$ cat src/rtl/pc_seq_pkg.sv
// Shared types and default vectors for the fetch-stage PC sequencer.
package pc_seq_pkg;

  typedef enum logic [1:0] {
    BOOT,
    RUN,
    WAIT,
    PEND
  } pc_state_e;

  typedef enum logic [1:0] {
    SRC_NONE,
    SRC_BR,
    SRC_JMP,
    SRC_EXC
  } redirect_src_e;

  localparam logic [31:0] DEFAULT_RESET_VECTOR = 32'h0000_0000;
  localparam logic [31:0] DEFAULT_EXC_VECTOR   = 32'h0000_0080;

  function automatic logic is_misaligned(input logic [1:0] lo);
    return lo != 2'b00;
  endfunction

endpackage

$ cat src/rtl/pc_redirect_sel.sv
// Priority mux over redirect requests (exception > jump > branch) with a
// word-alignment check that turns a bad branch/jump target into an exception.
module pc_redirect_sel
  import pc_seq_pkg::*;
#(
  parameter int unsigned       ADDR_W     = 32,
  parameter logic [ADDR_W-1:0] EXC_VECTOR = ADDR_W'(DEFAULT_EXC_VECTOR)
) (
  input  logic              branch_taken,
  input  logic [ADDR_W-1:0] branch_target,
  input  logic              jump,
  input  logic [ADDR_W-1:0] jump_target,
  input  logic              exception,
  output logic              valid,
  output redirect_src_e     src,
  output logic [ADDR_W-1:0] target,
  output logic              misaligned
);

  always_comb begin
    valid      = 1'b0;
    src        = SRC_NONE;
    target     = '0;
    misaligned = 1'b0;
    if (exception) begin
      valid  = 1'b1;
      src    = SRC_EXC;
      target = EXC_VECTOR;
    end else if (jump) begin
      valid = 1'b1;
      if (is_misaligned(jump_target[1:0])) begin
        src        = SRC_EXC;
        target     = EXC_VECTOR;
        misaligned = 1'b1;
      end else begin
        src    = SRC_JMP;
        target = jump_target;
      end
    end else if (branch_taken) begin
      valid = 1'b1;
      if (is_misaligned(branch_target[1:0])) begin
        src        = SRC_EXC;
        target     = EXC_VECTOR;
        misaligned = 1'b1;
      end else begin
        src    = SRC_BR;
        target = branch_target;
      end
    end
  end

endmodule

$ cat src/rtl/pc_sequencer.sv
// Next-PC controller in front of the fetch PC register: sequential, branch, jump and
// exception sources, stall/ready handling, redirect buffering. PC_SEQ_PERF_EN adds counters.
module pc_sequencer
  import pc_seq_pkg::*;
#(
  parameter int unsigned       ADDR_W       = 32,
  parameter logic [ADDR_W-1:0] RESET_VECTOR = ADDR_W'(DEFAULT_RESET_VECTOR),
  parameter logic [ADDR_W-1:0] EXC_VECTOR   = ADDR_W'(DEFAULT_EXC_VECTOR)
) (
  input  logic              clk,
  input  logic              rst,
  input  logic              stall,
  input  logic              imem_ready,
  input  logic              branch_taken,
  input  logic [ADDR_W-1:0] branch_target,
  input  logic              jump,
  input  logic [ADDR_W-1:0] jump_target,
  input  logic              exception,
  output logic [ADDR_W-1:0] pc_out,
  output logic [ADDR_W-1:0] pc_plus4,
  output logic              fetch_valid,
  output logic              flush,
  output logic              misaligned
`ifdef PC_SEQ_PERF_EN
  ,
  output logic [31:0]       fetch_cnt_o,
  output logic [31:0]       redirect_cnt_o
`endif
);

  pc_state_e         state_q;
  logic [ADDR_W-1:0] pc_q;
  logic              fv_q;
  logic [ADDR_W-1:0] pend_target_q;
  redirect_src_e     pend_src_q;

  logic              sel_valid;
  redirect_src_e     sel_src;
  logic [ADDR_W-1:0] sel_target;
  logic              sel_misaligned;

  logic adv;
  logic req;
  logic take_now;
  logic buffer_req;
  logic release_pend;
  logic keep_pend;

  pc_redirect_sel #(
    .ADDR_W     (ADDR_W),
    .EXC_VECTOR (EXC_VECTOR)
  ) u_redirect_sel (
    .branch_taken  (branch_taken),
    .branch_target (branch_target),
    .jump          (jump),
    .jump_target   (jump_target),
    .exception     (exception),
    .valid         (sel_valid),
    .src           (sel_src),
    .target        (sel_target),
    .misaligned    (sel_misaligned)
  );

  assign adv = fv_q & imem_ready & ~stall;

  // Requests arriving while still in BOOT are dropped entirely.
  assign req          = (state_q != BOOT) & sel_valid;
  assign take_now     = req & ((sel_src == SRC_EXC) | ~stall);
  assign buffer_req   = req & ~take_now;
  assign release_pend = (state_q == PEND) & ~req & ~stall;
  assign keep_pend    = (state_q == PEND) & (pend_src_q == SRC_EXC);

  assign pc_out      = pc_q;
  assign pc_plus4    = pc_q + ADDR_W'(4);
  assign fetch_valid = fv_q;
  assign flush       = req;
  assign misaligned  = req & sel_misaligned;

  always_ff @(posedge clk or posedge rst) begin
    if (rst) begin
      state_q       <= BOOT;
      pc_q          <= RESET_VECTOR;
      fv_q          <= 1'b0;
      pend_target_q <= '0;
      pend_src_q    <= SRC_NONE;
    end else begin
      unique case (state_q)
        BOOT: begin
          state_q <= RUN;
          fv_q    <= 1'b1;
        end
        RUN, WAIT, PEND: begin
          if (take_now) begin
            pc_q          <= sel_target;
            state_q       <= RUN;
            fv_q          <= 1'b1;
            pend_target_q <= '0;
            pend_src_q    <= SRC_NONE;
          end else if (buffer_req) begin
            if (!keep_pend) begin
              pend_target_q <= sel_target;
              pend_src_q    <= sel_src;
            end
            state_q <= PEND;
            fv_q    <= 1'b0;
          end else if (state_q == PEND) begin
            if (release_pend) begin
              pc_q          <= pend_target_q;
              state_q       <= RUN;
              fv_q          <= 1'b1;
              pend_target_q <= '0;
              pend_src_q    <= SRC_NONE;
            end
          end else if (adv) begin
            pc_q    <= pc_plus4;
            state_q <= RUN;
          end else begin
            state_q <= WAIT;
          end
        end
        default: begin
          state_q <= BOOT;
          fv_q    <= 1'b0;
        end
      endcase
    end
  end

`ifdef PC_SEQ_PERF_EN
  logic [31:0] fetch_cnt_q;
  logic [31:0] redirect_cnt_q;

  always_ff @(posedge clk or posedge rst) begin
    if (rst) begin
      fetch_cnt_q    <= '0;
      redirect_cnt_q <= '0;
    end else begin
      if (adv && (fetch_cnt_q != '1)) begin
        fetch_cnt_q <= fetch_cnt_q + 32'd1;
      end
      if ((take_now || release_pend) && (redirect_cnt_q != '1)) begin
        redirect_cnt_q <= redirect_cnt_q + 32'd1;
      end
    end
  end

  assign fetch_cnt_o    = fetch_cnt_q;
  assign redirect_cnt_o = redirect_cnt_q;
`endif

endmodule
$ cat config.mk
export PLATFORM = sky130hd
export DESIGN_NAME = pc_sequencer
export DESIGN_NICKNAME = d
export VERILOG_FILES = /design/src/rtl/pc_seq_pkg.sv /design/src/rtl/pc_redirect_sel.sv /design/src/rtl/pc_sequencer.sv
export SDC_FILE = /design/constraint.sdc
export NUM_CORES = 1
export LEC_CHECK = 0
export ABC_AREA = 1
export BUFFER_PORTS_ARGS = -buffer_cell sky130_fd_sc_hd__buf_2
export CAP_MARGIN = 20
export CORE_UTILIZATION = 44
export DETAILED_ROUTE_END_ITERATION = 10
export GPL_ROUTABILITY_DRIVEN = 0
export HOLD_SLACK_MARGIN = 0.08
export PLACE_DENSITY = 0.69
export SLEW_MARGIN = 10
export SYNTH_ARGS = -nofsm -noshare
export SYNTH_HDL_FRONTEND = slang
export SYNTH_SLANG_ARGS = --single-unit
$ cat constraint.sdc
create_clock -name clk -period 2.15 [get_ports clk]
set_input_delay 0.1075 -clock clk [delete_from_list [all_inputs] [get_ports clk]]
set_output_delay 0.1075 -clock clk [all_outputs]
set_load 0.01 [all_outputs]
==> results.cfg <==
[critical_path]
slowest_stage = dfrtp_1
cp_max_fo = 7
r2r_slack_ns = 0.24
r2r_end = pend_target_q[11]
cp-start-kind = flip-flop
r2r_start = state_q[1]
r2r_cells = 9
crit_arrival_ns = 1.93
endpoint_kind = output pin
cp.required_ns = 2.04
path_class = flip-flop to output pin
cp_cell_sequence = ha_1, nand3_2, inv_1, nand2_4, nor2_2, nand3_1, nand2_1, buf_2
slowest_delay_ns = 0.39

[detailed_routing]
drt-wirelength-per-cell_um = 13.8
drc_errors = 0
vias = 5561
via_per_inst = 4.98
dr.pass1.iters = 7
wl_um = 15400
ant_nets = 0
drt_iter0_drc = 471

[timing]
finalHoldViolations = 0
fin_ws_ns = 0.116
tightest_slew_ns = 0.440
setup_violations = 0
finalCritPeriodShare_pct = 94.6
finalClockSkew_ns = 0.00916
rsz0062_at_grt = true
finalSetupTns_ns = 0
slew_headroom_pct = 70.7
max_freq_mhz = 492
slew_viol_final = 0
min_period_ns = 2.03

[layout]
final_net_count = 1045
layout_commonest_cell = nand2_1
utilization_pct = 54.9
instances_no_fill = 1116
final_cell_mix = nand2_1, buf_2, nor2_1
layout-drive-gt1-share_pct = 21.6
n_antenna_cell = 0
areaGrowthSynthToFinish_pct = 21.2

[placed_design]
numPortBuffers = 137
preCtsSetupSlack_ns = 0.202
dpl.cell_count = 1101
place_hpwl_um = 11600

[yosys]
synth_top_area_share_pct = 33.3
yosysSeqAreaShare_pct = 33.3
yosysWarnings = 0
ys_types = 31
async_flop_share_pct = 100
synth_top_area_cell = dfrtp_1
syn_nets = 924
synth.ff_latch_count = 69
synthFlopType = dfrtp_1
syn_area_mm2 = 0.00519
ys_top_cells_by_area = dfrtp_1, nand2_1, nand3_1
syn_area_per_cell_um2 = 6.12
synthCells = 849
synth_edf_count = 0

[clocking]
clock_sinks = 69
cts_tree = done
clkLatencyLatePin_ns = 0.34
numCtsBuffers = 9
cts_buffer_depth = 2
clockRootBuffer = clkbuf_16
postCtsSetupBuffers = 0
htree_levels = 3
clk_pin_slew_ns = 0.06

[power]
p_seq_share_pct = 30.1
intPower_mw = 3.67
combPwrFrac_pct = 48.2
p_per_area_mw_per_mm2 = 1060
peakVddDrop_mv = 0.572
switchingPower_mw = 3.00
switching_share_pct = 45.0
clockPowerShare_pct = 21.7
leakage_nw = 3.35

[floorplanning]
die_h_um = 111
io-pin-count = 138
start_util_pct = 45.3
fp.dieW_um = 111
placementRows = 39
core_region_area_mm2 = 0.0115
die_area_mm2 = 0.0122

[global_routing]
grt_pass1_vias = 5026
grt_overflow = 0
grt_usage_pct = 26.2
antenna_found_initial = 0
grt_pass1_wl_um = 25500
grt_max_degree = 70

[min_path]
whs_endpoint = state_q[1]
hp-class = input port to flip-flop
hp-start = stall
whs_path_depth = 3

[status]
status = complete, no violations

[run]
max-cap-violations = 0
-- power groups by stage --
| stage | logic [mW] | registers [mW] | clock network (mW) |
|---|---|---|---|
| 3_3_place_gp | 3.17 | 2.02 | 0 |
| 3_5_place_dp | 3.19 | 2.01 | 0 |
| 6_report | 3.22 | 2.01 | 1.45 |
| 4_1_cts | 3.21 | 2.00 | 1.47 |
| 2_1_floorplan | 2.04 | 2.05 | 0 |
| 5_1_grt | 3.60 | 2.06 | 1.53 |
-- synthesized netlist by cell type, drive strengths merged, types with 2 or more instances --
cell / instances
ha: 4
buf: 33
nor2: 102
and2: 7
nand4: 2
nand3: 90
dfrtp: 69
xor2: 3
o211ai: 2
clkbuf: 9
a21oi: 37
o21ai: 50
nand2: 353
or2: 12
inv: 72
-- layer usage --
layer	track usage, %	up-vias	routed length (um)	share of wire [%]
li1	-	2899	-	-
met4	7.38	0	185	1.2
met1	39.8	2451	7600	49
met2	38.1	198	6600	43
met3	4.17	13	1030	6.7
met5	0	-	0	0
-- flip-flops by register name, summed over array words and instances (netlist names) --
| name | count |
|---|---|
| pend_src_q | 2 |
| pend_target_q | 32 |
| pc_out | 32 |
| fetch_valid | 1 |
| state_q | 2 |
-- final cells by class --
class	instances	area (um^2)
repair buffers	152	863
flip-flops and latches	69	1730
well taps	143	179
clock buffers	13	280
fillers	1184	5170
inverters	72	270
multi-input cells	666	2970
clock inverters	1	5.00
-- stage by stage --
| step | total power, mW | hold WS, ns | cell area (um^2) |
|---|---|---|---|
| 2_1_floorplan | 4.09 | 0.287 | 5190 |
| 3_3_place_gp | 5.18 | 0.217 | 5970 |
| 3_5_place_dp | 5.20 | 0.219 | 5970 |
| 4_1_cts | 6.67 | 0.170 | 6280 |
| 5_1_grt | 7.19 | 0.192 | 6290 |
| 6_report | 6.67 | 0.173 | 6290 |
-- logic make-up (layout without fill, tap and decap cells) --
logic type      count (synthesis)  in the layout  share of synthesized area [%]
xor+xnor                        4              4                          0.675
fa+ha+maj                       4              4                          0.964
flops                          69             69                           33.3
buf+inv                       114            238                           10.2
compound gates                 91             91                           9.71
simple gates                  567            567                           45.2
-- how the worst max path moves through the flow --
stage,from,cells past startpoint,to
after CTS,pc_out[2],8,pc_plus4[14]
after global placement,pc_out[2],11,pc_out[12]
after floorplan,rst,1,fetch_valid
after detailed placement,pc_out[2],11,pc_out[12]
after global routing,pc_out[2],9,pc_plus4[28]
final,pc_out[2],8,pc_plus4[28]
-- repair_timing --
item,CTS,global route
endpoints found under the hold margin,69,0
endpoints found under the setup margin,7,13
cloned,0,0
hold buffers,1,0
gates resized for setup,4,4
-- critical path: cells and delay by family, from the launching register on --
kind | cells | cell delay, ns
adders and majority gates | 1 | 0.24
and+or+nand+nor | 5 | 0.70
buffers and inverters | 2 | 0.26
DFF | 1 | 0.39
(Power assumes the default switching activity.)
